File: config.mk
export PLATFORM = sky130hd
export DESIGN_NAME = hd44780_byte_sender
export DESIGN_NICKNAME = d
export VERILOG_FILES = /design/src/rtl/hd44780_byte_sender.sv
export SDC_FILE = /design/constraint.sdc
export NUM_CORES = 1
export LEC_CHECK = 0
export ABC_AREA = 1
export CORE_MARGIN = 3
export CORE_UTILIZATION = 60
export DETAILED_ROUTE_END_ITERATION = 12
export PLACE_DENSITY = 0.83
export SLEW_MARGIN = 20
export SYNTH_ARGS = -nofsm -noshare
export SYNTH_HDL_FRONTEND = slang
export SYNTH_SLANG_ARGS = --single-unit
File: constraint.sdc
create_clock -name CLK_I -period 4.2 [get_ports CLK_I]
set_clock_uncertainty 0.1 [all_clocks]
set_input_delay 0.42 -clock CLK_I [delete_from_list [all_inputs] [get_ports CLK_I]]
set_output_delay 0.42 -clock CLK_I [all_outputs]
set_load 0.05 [all_outputs]
File: src/rtl/hd44780_byte_sender.sv
// HD44780 byte sender: one command/data byte per request over a 4- or 8-bit bus,
// with E timing and post-instruction execution waits derived from SYSFREQ.
module hd44780_byte_sender #(
    parameter int unsigned SYSFREQ   = 12000000,
    parameter int unsigned BUS_WIDTH = 4,
    parameter int unsigned T_AS_NS   = 40,
    parameter int unsigned T_EH_NS   = 450,
    parameter int unsigned T_EL_NS   = 550,
    parameter int unsigned T_EXEC_US = 37,
    parameter int unsigned T_LONG_US = 1520
) (
    input  logic                 CLK_I,
    input  logic                 RST_I,
    input  logic                 STB_I,
    input  logic                 i_rs,
    input  logic [7:0]           i_data,
    input  logic                 i_nybble_only,
    output logic                 o_busy,
    output logic                 o_ack,
    output logic [BUS_WIDTH-1:0] o_lcd_data,
    output logic                 o_rs,
    output logic                 o_e,
    output logic [2:0]           state_dbg
);

    function automatic longint unsigned cycles(input longint unsigned t,
                                               input longint unsigned freq,
                                               input longint unsigned div);
        longint unsigned c;
        c = (t * freq + div - 64'd1) / div;
        return (c == 64'd0) ? 64'd1 : c;
    endfunction

    localparam longint unsigned SETUP_CYC = cycles(T_AS_NS,   SYSFREQ, 64'd1000000000);
    localparam longint unsigned EH_CYC    = cycles(T_EH_NS,   SYSFREQ, 64'd1000000000);
    localparam longint unsigned EL_CYC    = cycles(T_EL_NS,   SYSFREQ, 64'd1000000000);
    localparam longint unsigned EXEC_CYC  = cycles(T_EXEC_US, SYSFREQ, 64'd1000000);
    localparam longint unsigned LONG_CYC  = cycles(T_LONG_US, SYSFREQ, 64'd1000000);

    localparam int CW = $clog2(LONG_CYC + 64'd1);

    localparam logic [CW-1:0] SETUP_LD = CW'(SETUP_CYC - 64'd1);
    localparam logic [CW-1:0] EH_LD    = CW'(EH_CYC - 64'd1);
    localparam logic [CW-1:0] EL_LD    = CW'(EL_CYC - 64'd1);
    localparam logic [CW-1:0] EXEC_LD  = CW'(EXEC_CYC - 64'd1);
    localparam logic [CW-1:0] LONG_LD  = CW'(LONG_CYC - 64'd1);

    generate
        if (BUS_WIDTH != 4 && BUS_WIDTH != 8) begin : g_bad_width
            $error("hd44780_byte_sender: BUS_WIDTH must be 4 or 8");
        end
    endgenerate

    typedef enum logic [2:0] {
        IDLE  = 3'd0,
        SETUP = 3'd1,
        EHIGH = 3'd2,
        ELOW  = 3'd3,
        EXEC  = 3'd4,
        ACK   = 3'd5
    } state_t;

    state_t               state, state_n;
    logic [CW-1:0]        cnt, cnt_n;
    logic [3:0]           low_q, low_n;
    logic                 second_q, second_n;
    logic                 long_q, long_n;
    logic                 busy_n, ack_n, e_n, rs_n;
    logic [BUS_WIDTH-1:0] lcd_n;

    assign state_dbg = state;

    // Outputs are computed for the next state and registered alongside it.
    always_comb begin
        state_n  = state;
        cnt_n    = cnt;
        low_n    = low_q;
        second_n = second_q;
        long_n   = long_q;
        busy_n   = o_busy;
        ack_n    = 1'b0;
        e_n      = 1'b0;
        rs_n     = o_rs;
        lcd_n    = o_lcd_data;
        unique case (state)
            IDLE: begin
                if (STB_I) begin
                    state_n  = SETUP;
                    cnt_n    = SETUP_LD;
                    busy_n   = 1'b1;
                    rs_n     = i_rs;
                    lcd_n    = i_data[7 -: BUS_WIDTH];
                    low_n    = i_data[3:0];
                    second_n = (BUS_WIDTH == 4) && !i_nybble_only;
                    long_n   = !i_rs && (i_data[7:2] == 6'd0) && (i_data != 8'd0);
                end
            end
            SETUP: begin
                if (cnt == '0) begin
                    state_n = EHIGH;
                    cnt_n   = EH_LD;
                    e_n     = 1'b1;
                end else begin
                    cnt_n = cnt - 1'b1;
                end
            end
            EHIGH: begin
                if (cnt == '0) begin
                    state_n = ELOW;
                    cnt_n   = EL_LD;
                end else begin
                    cnt_n = cnt - 1'b1;
                    e_n   = 1'b1;
                end
            end
            ELOW: begin
                if (cnt == '0) begin
                    if (second_q) begin
                        state_n  = SETUP;
                        cnt_n    = SETUP_LD;
                        second_n = 1'b0;
                        lcd_n    = BUS_WIDTH'(low_q);
                    end else begin
                        state_n = EXEC;
                        cnt_n   = long_q ? LONG_LD : EXEC_LD;
                    end
                end else begin
                    cnt_n = cnt - 1'b1;
                end
            end
            EXEC: begin
                if (cnt == '0) begin
                    state_n = ACK;
                    ack_n   = 1'b1;
                end else begin
                    cnt_n = cnt - 1'b1;
                end
            end
            ACK: begin
                state_n = IDLE;
                busy_n  = 1'b0;
            end
            default: begin
                state_n = IDLE;
                busy_n  = 1'b0;
            end
        endcase
    end

    always_ff @(posedge CLK_I or negedge RST_I) begin
        if (!RST_I) begin
            state      <= IDLE;
            cnt        <= '0;
            low_q      <= '0;
            second_q   <= 1'b0;
            long_q     <= 1'b0;
            o_busy     <= 1'b0;
            o_ack      <= 1'b0;
            o_e        <= 1'b0;
            o_rs       <= 1'b0;
            o_lcd_data <= '0;
        end else begin
            state      <= state_n;
            cnt        <= cnt_n;
            low_q      <= low_n;
            second_q   <= second_n;
            long_q     <= long_n;
            o_busy     <= busy_n;
            o_ack      <= ack_n;
            o_e        <= e_n;
            o_rs       <= rs_n;
            o_lcd_data <= lcd_n;
        end
    end

endmodule

==> results.sh, run 1 <==
export IMPL_slew_headroom=0.6598
export IMPL_cpMaxStageDelayCell="clkdlybuf4s50_1"
export IMPL_ys_warn_count=0
export IMPL_grt_pass1_wl_mm=8.390
export IMPL_holdCritPathClass="input port to asynchronous set/reset pin"
export IMPL_gp_congestion=0.9592
export IMPL_drt_iter0_markers=165
export IMPL_dr_pass1_iters=4
export IMPL_die_area_um2=4277
export IMPL_cts_htree_levels=2
export IMPL_startpoint="state_dbg[0]"
export IMPL_maxCapViolations=0
export IMPL_synth_top_area_frac=0.3783
export IMPL_area_delta_synth_final_pct=15.54
export IMPL_cts_buffer_depth=2
export IMPL_synth_area_um2=2117
export IMPL_critical_path_cell_count=1
export IMPL_syn_nets=318
export IMPL_final_util=0.7637
export IMPL_synth_cells=303
export IMPL_critPathCaptureType="primary output"
export IMPL_critical_path_top_delay_family="buffers and inverters"
export IMPL_yosys_area_top_type="dfrtp_1"
export IMPL_synth_area_leaders="dfrtp_1, nand2_1, inv_1"
export IMPL_nFillCells=265
export IMPL_grt_start_max_net_pins=33
export IMPL_nNetsFinal=347
export IMPL_drive_gt1_frac=0.1171
export IMPL_switching_share=0.5499
export IMPL_finalCriticalPeriod_ns=2.233
export IMPL_ys_seq_area_frac=0.3783
export IMPL_cp_num_buf_inv=1
export IMPL_rows=20
export IMPL_r2r_cells=11
export IMPL_setup_viol=0
export IMPL_crit_path_cell_trace="clkdlybuf4s50_1"
export IMPL_post_drt_wl_per_cell_um=13.09
export IMPL_r2r_end="cnt[8]"
export IMPL_grt_ovfl_total=0
export IMPL_antenna_cells=0
export IMPL_routed_via_density=5.257
export IMPL_synthFlopType="dfrtp_1"
export IMPL_initial_core_util=0.6609
export IMPL_powerDensity_nw_per_um2=903.0
export IMPL_status="complete, no violations"
export IMPL_r2r_slack_ns=2.31
export IMPL_hpwl_mm=3.730
export IMPL_worst_slack_ns=1.967
export IMPL_clk_latency_ns=0.34
export IMPL_core_area_um2=3203
export IMPL_crit_type="register to primary output"
export IMPL_p_sw_w=0.001215
export IMPL_start_kind="register"
export IMPL_synth_seq_cells=32
export IMPL_boundaryPins=24
export IMPL_seqPwrFrac=0.254
export IMPL_max_stage_delay_ns=0.87
export IMPL_post_place_ws_ns=2.320
export IMPL_maxSlewViolCount=0
export IMPL_antenna_found_initial=0
export IMPL_track_usage=0.2588
export IMPL_clkPwrFrac=0.085
export IMPL_hold_viol=0
export IMPL_max_freq_ghz=0.4478
export IMPL_root_buffer="clkbuf_4"
export IMPL_finalCritPeriodShare=0.5317
export IMPL_p_comb_frac=0.661
export IMPL_worstPathRequired_ns=3.68
export IMPL_cts_tree="yes"
export IMPL_final_antenna_net_count=0
export IMPL_critical_path_endpoint="state_dbg[0]"
export IMPL_cts_setup_buffers=0
export IMPL_ir_drop_mv=0.4861
export IMPL_vias=1982
export IMPL_worst_ep_arrival_time_ns=1.71
export IMPL_internal_power_w=0.0009942
export IMPL_hold_buffers=0
export IMPL_io_buffers=23
export IMPL_fin_setup_tns_ns=0
export IMPL_remaining_drc_errors=0
export IMPL_tightestPinTransition_ns=0.5087
export IMPL_die_y_um=65.40
export IMPL_path_clk_slew_ns=0.10
export IMPL_crit_fanout=6
export IMPL_cts_resized=0
export IMPL_p_leak_nw=1.325
export IMPL_r2r_start="cnt[0]"
export IMPL_ys_types=31
export IMPL_die_w_um=65.40
export IMPL_grt_pass1_vias=1901
export IMPL_rsz0062_at_grt="false"
export IMPL_clock_sinks=32
export IMPL_synthArstFlopShare=1.000
export IMPL_syn_mean_instance_area_um2=6.987
export IMPL_finalWirelength_mm=4.936
export IMPL_cts_buffers=5
export IMPL_synth_edf_count=0
[layout make-up]
class,instances,area (um2),share of cell area
clock buffer,8,58.81,0.02404
inverter,39,147.6,0.06036
multi-input combinational,230,1146,0.4685
sequential,32,800.8,0.3274
tap,44,55.05,0.02251
timing repair buffer,24,237.7,0.09719
[routing by layer]
layer  GRT usage  vias to the layer above  share of wire
met3     0.06325                        9          0.054
li1            -                     1004              -
met5           0                        -              0
met1      0.3333                      912           0.46
met2      0.4311                       57           0.48
met4     0.07513                        0          0.015
[state kept, by name, summed over array words and instances, names as in the netlist]
name and count:
long_q 1, low_q 4, o_e 1, o_rs 1
o_ack 1, cnt 15, second_q 1, o_lcd_data 4
o_busy 1, state_dbg 3
[worst min-delay path by stage]
| stage | end | slack (ns) | cells past startpoint |
|---|---|---|---|
| after floorplan | cnt[0] | 0.02 | 0 |
| after global placement | low_q[0] | 0.35 | 2 |
| after detailed placement | low_q[2] | 0.36 | 2 |
| after CTS | cnt[2] | 0.37 | 2 |
| after global routing | cnt[2] | 0.38 | 2 |
| final | cnt[2] | 0.36 | 2 |
[cell usage in the layout, fill, tap and decap left out, types with 5 or more instances in the layout]
| cell type | count |
|---|---|
| nor2_2 | 7 |
| nor2_1 | 23 |
| a21oi_1 | 6 |
| nand2_2 | 9 |
| inv_1 | 35 |
| o21ai_0 | 14 |
| clkbuf_4 | 5 |
| nand2_1 | 119 |
| clkdlybuf4s50_1 | 23 |
| nand3_1 | 15 |
| dfrtp_1 | 32 |
[synth_stat cells (2+ instances only)]
cell / count
a21oi_1: 6
a21oi_2: 2
buf_6: 2
dfrtp_1: 32
ha_1: 2
inv_1: 35
inv_2: 3
mux2i_1: 4
nand2_1: 119
nand2_2: 9
nand2_4: 2
nand3_1: 15
nand3_4: 2
nand3b_1: 3
nor2_1: 23
nor2_2: 7
nor2_4: 4
nor3_1: 3
o21ai_0: 14
o21ai_1: 4
xnor2_1: 2
[stage by stage]
step                hold slack [ns]  instances  total power (W)  instance area (um2)
floorplan                   0.02441        303         0.001662                 2117
global placement             0.3539        369         0.001971                 2387
detailed placement           0.3594        369         0.002001                 2387
CTS                          0.3732        377         0.002200                 2446
global route                 0.3762        377         0.002413                 2446
finish                       0.3630        377         0.002209                 2446
[power by group through the flow]
stage | registers [W] | logic, W | clock network [W]
3_3_place_gp | 0.000560 | 0.00141 | 0
3_5_place_dp | 0.000565 | 0.00144 | 0
6_report | 0.000561 | 0.00146 | 0.000187
4_1_cts | 0.000559 | 0.00145 | 0.000192
5_1_grt | 0.000579 | 0.00163 | 0.000204
2_1_floorplan | 0.000693 | 0.000969 | 0
[logic make-up (layout without fill, tap and decap cells)]
kind of cell,Yosys count,in the layout,share of synthesized area
and+or+nand+nor,189,189,0.4066
buffers and inverters,41,71,0.08038
AOI/OAI and AO/OA,32,32,0.09162
DFF,32,32,0.3783
muxes,4,4,0.01891
xor gates and xnor gates,3,3,0.01241
adders and majority gates,2,2,0.01182
No activity file was read; power rests on OpenSTA's default activity.
==> run 2: changes to the inputs <==
--- a/config.mk
+++ b/config.mk
@@ -7,9 +7,9 @@
 export LEC_CHECK = 0
 export ABC_AREA = 1
 export CORE_MARGIN = 3
-export CORE_UTILIZATION = 60
+export CORE_UTILIZATION = 56
 export DETAILED_ROUTE_END_ITERATION = 12
-export PLACE_DENSITY = 0.83
+export PLACE_DENSITY = 0.79
 export SLEW_MARGIN = 20
 export SYNTH_ARGS = -nofsm -noshare
 export SYNTH_HDL_FRONTEND = slang
==> constraint.sdc (replaced) <==
create_clock -name CLK_I -period 2.3 [get_ports CLK_I]
set_clock_uncertainty 0.1 [all_clocks]
set_input_delay 0.23 -clock CLK_I [delete_from_list [all_inputs] [get_ports CLK_I]]
set_output_delay 0.23 -clock CLK_I [all_outputs]
set_load 0.05 [all_outputs]
==> run 2 against run 1 <==
  * Combinational power up 81%
  * Non-clock buffer count did not move
  * Setup slack got worse by 1.6 ns
  * Final area is 1.4% higher
  * First-iteration DRC count is 10% lower
  * Clock power rose by 140%
  * Cell count is 0.53% higher
  * Hold slack worse by 0.11 ns
  * Sequential share of layout area fell by 0.45 points
  * Total power up 86%
  * Critical path depth is the same
  * Core utilization down 5.4 points
==> results.sh, run 2 (synthesized netlist as in run 1, its figures left out) <==
export IMPL_p_leak_nw=1.338
export IMPL_finalCriticalPeriod_ns=1.951
export IMPL_grt_pass1_vias=1831
export IMPL_regMostFlops="cnt"
export IMPL_r2r_slack_ns=0.37
export IMPL_dp_cells=371
export IMPL_multi_input_area_um2=1146
export IMPL_seqCellArea_um2=800.8
export IMPL_setup_viol=0
export IMPL_hpwl_mm=3.652
export IMPL_cts_setup_buffers=0
export IMPL_path_clk_slew_ns=0.07
export IMPL_rows=21
export IMPL_cp_num_buf_inv=1
export IMPL_antenna_found_initial=0
export IMPL_vias=1949
export IMPL_maxSlewViolCount=0
export IMPL_powerDensity_nw_per_um2=1661
export IMPL_final_antenna_net_count=0
export IMPL_die_area_um2=4554
export IMPL_final_area_um2=2480
export IMPL_grt_start_max_net_pins=33
export IMPL_layout_common_cells="nand2_1, inv_1, dfrtp_1"
export IMPL_critPathCaptureType="primary output"
export IMPL_grt_pass1_wl_mm=8.142
export IMPL_ir_drop_mv=0.7726
export IMPL_critical_path_top_delay_family="buffers and inverters"
export IMPL_routed_via_density=5.142
export IMPL_start_kind="register"
export IMPL_track_usage=0.2396
export IMPL_cts_htree_levels=2
export IMPL_r2r_cells=10
export IMPL_max_stage_delay_ns=0.86
export IMPL_die_w_um=67.49
export IMPL_cts_buffers=5
export IMPL_largest_reg_flops=15
export IMPL_dr_pass1_iters=4
export IMPL_finalWirelength_mm=4.825
export IMPL_final_cells=379
export IMPL_critical_path_cell_count=1
export IMPL_drive_gt1_frac=0.1171
export IMPL_placed_area_um2=2390
export IMPL_tightestPinTransition_ns=0.4996
export IMPL_core_area_um2=3495
export IMPL_r2r_end="cnt[12]"
export IMPL_antenna_cells=0
export IMPL_rsz0062_at_grt="false"
export IMPL_nNetsFinal=347
export IMPL_hold_viol=0
export IMPL_initial_core_util=0.6058
export IMPL_maxCapViolations=0
export IMPL_gp_congestion=0.9724
export IMPL_final_common_cell="nand2_1"
export IMPL_grt_ovfl_total=0
export IMPL_post_drt_wl_per_cell_um=12.73
export IMPL_drt_iter0_markers=148
export IMPL_crit_path_cell_trace="clkdlybuf4s50_1"
export IMPL_clock_sinks=32
export IMPL_holdCritPathClass="input port to asynchronous set/reset pin"
export IMPL_finalCritPeriodShare=0.8481
export IMPL_area_delta_synth_final_pct=17.14
export IMPL_fin_setup_tns_ns=0
export IMPL_status="complete, no violations"
export IMPL_crit_fanout=6
export IMPL_worst_ep_arrival_time_ns=1.62
export IMPL_crit_type="register to primary output"
export IMPL_r2r_start="cnt[0]"
export IMPL_cts_resized=0
export IMPL_root_buffer="clkbuf_8"
export IMPL_cpMaxStageDelayCell="clkdlybuf4s50_1"
export IMPL_final_util=0.7096
export IMPL_clk_latency_ns=0.28
export IMPL_die_y_um=67.49
export IMPL_report_power_total_w=0.004119
export IMPL_io_buffers=23
export IMPL_remaining_drc_errors=0
export IMPL_reg_top3="cnt (15), low_q (4), o_lcd_data (4)"
export IMPL_boundaryPins=24
export IMPL_cts_tree="yes"
export IMPL_worstPathRequired_ns=1.97
export IMPL_slew_headroom=0.6659
export IMPL_hold_buffers=0
export IMPL_max_freq_ghz=0.5126
export IMPL_cts_buffer_depth=2
export IMPL_nFillCells=306
-- run 2: cell count changes in the layout (fill, tap and decap cells not counted) --
cell	previous run	this run
clkbuf_4	5	0
clkbuf_8	1	6
-- run 2: area by class of cell --
class                   instances  area share
repair buffers                 24     0.09586
multi-input cells             230      0.4622
inverters                      39     0.05954
well taps                      46     0.02321
flip-flops and latches         32      0.3229
clock buffers                   8     0.03633
-- run 2: metal layers --
metal / vias to the layer above / global-route usage / wire [um]
li1: 1001 / - / -
met1: 893 / 0.3298 / 2365
met2: 45 / 0.3730 / 2151
met3: 10 / 0.02995 / 189
met4: 0 / 0.1114 / 118
met5: - / 0 / 0
-- run 2: worst max-delay path by stage --
stage | startpoint | end
6_report | state_dbg[0] | state_dbg[0]
5_1_grt | cnt[0] | cnt[5]
4_1_cts | state_dbg[0] | state_dbg[0]
3_5_place_dp | cnt[0] | cnt[3]
3_3_place_gp | cnt[0] | cnt[3]
2_1_floorplan | state_dbg[2] | cnt[2]
-- run 2: report_power, final --
part	internal (W)	switching (W)
Clock	0.000244	0.000202
Combinational	0.000861	0.00178
Sequential	0.000805	0.000225
Total	0.00191	0.00221
-- run 2: per-stage QoR --
| step | worst slack (ns) | hold slack (ns) |
|---|---|---|
| finish | 0.3493 | 0.2498 |
| global route | 0.1410 | 0.2881 |
| CTS | 0.3262 | 0.2680 |
| detailed placement | 0.3845 | 0.3599 |
| global placement | 0.4734 | 0.3546 |
| floorplan | 0.4810 | -0.1656 |
-- run 2: worst reg2reg max path, stage by stage, from the launching register on --
cell and delay [ns]:
dfrtp_1 0.43, inv_1 0.12, ha_1 0.17, inv_1 0.04, nor2_1 0.07, nand2_1 0.09
nor2_4 0.15, nand3_4 0.11, nand2_2 0.27, inv_2 0.13, o21ai_1 0.15
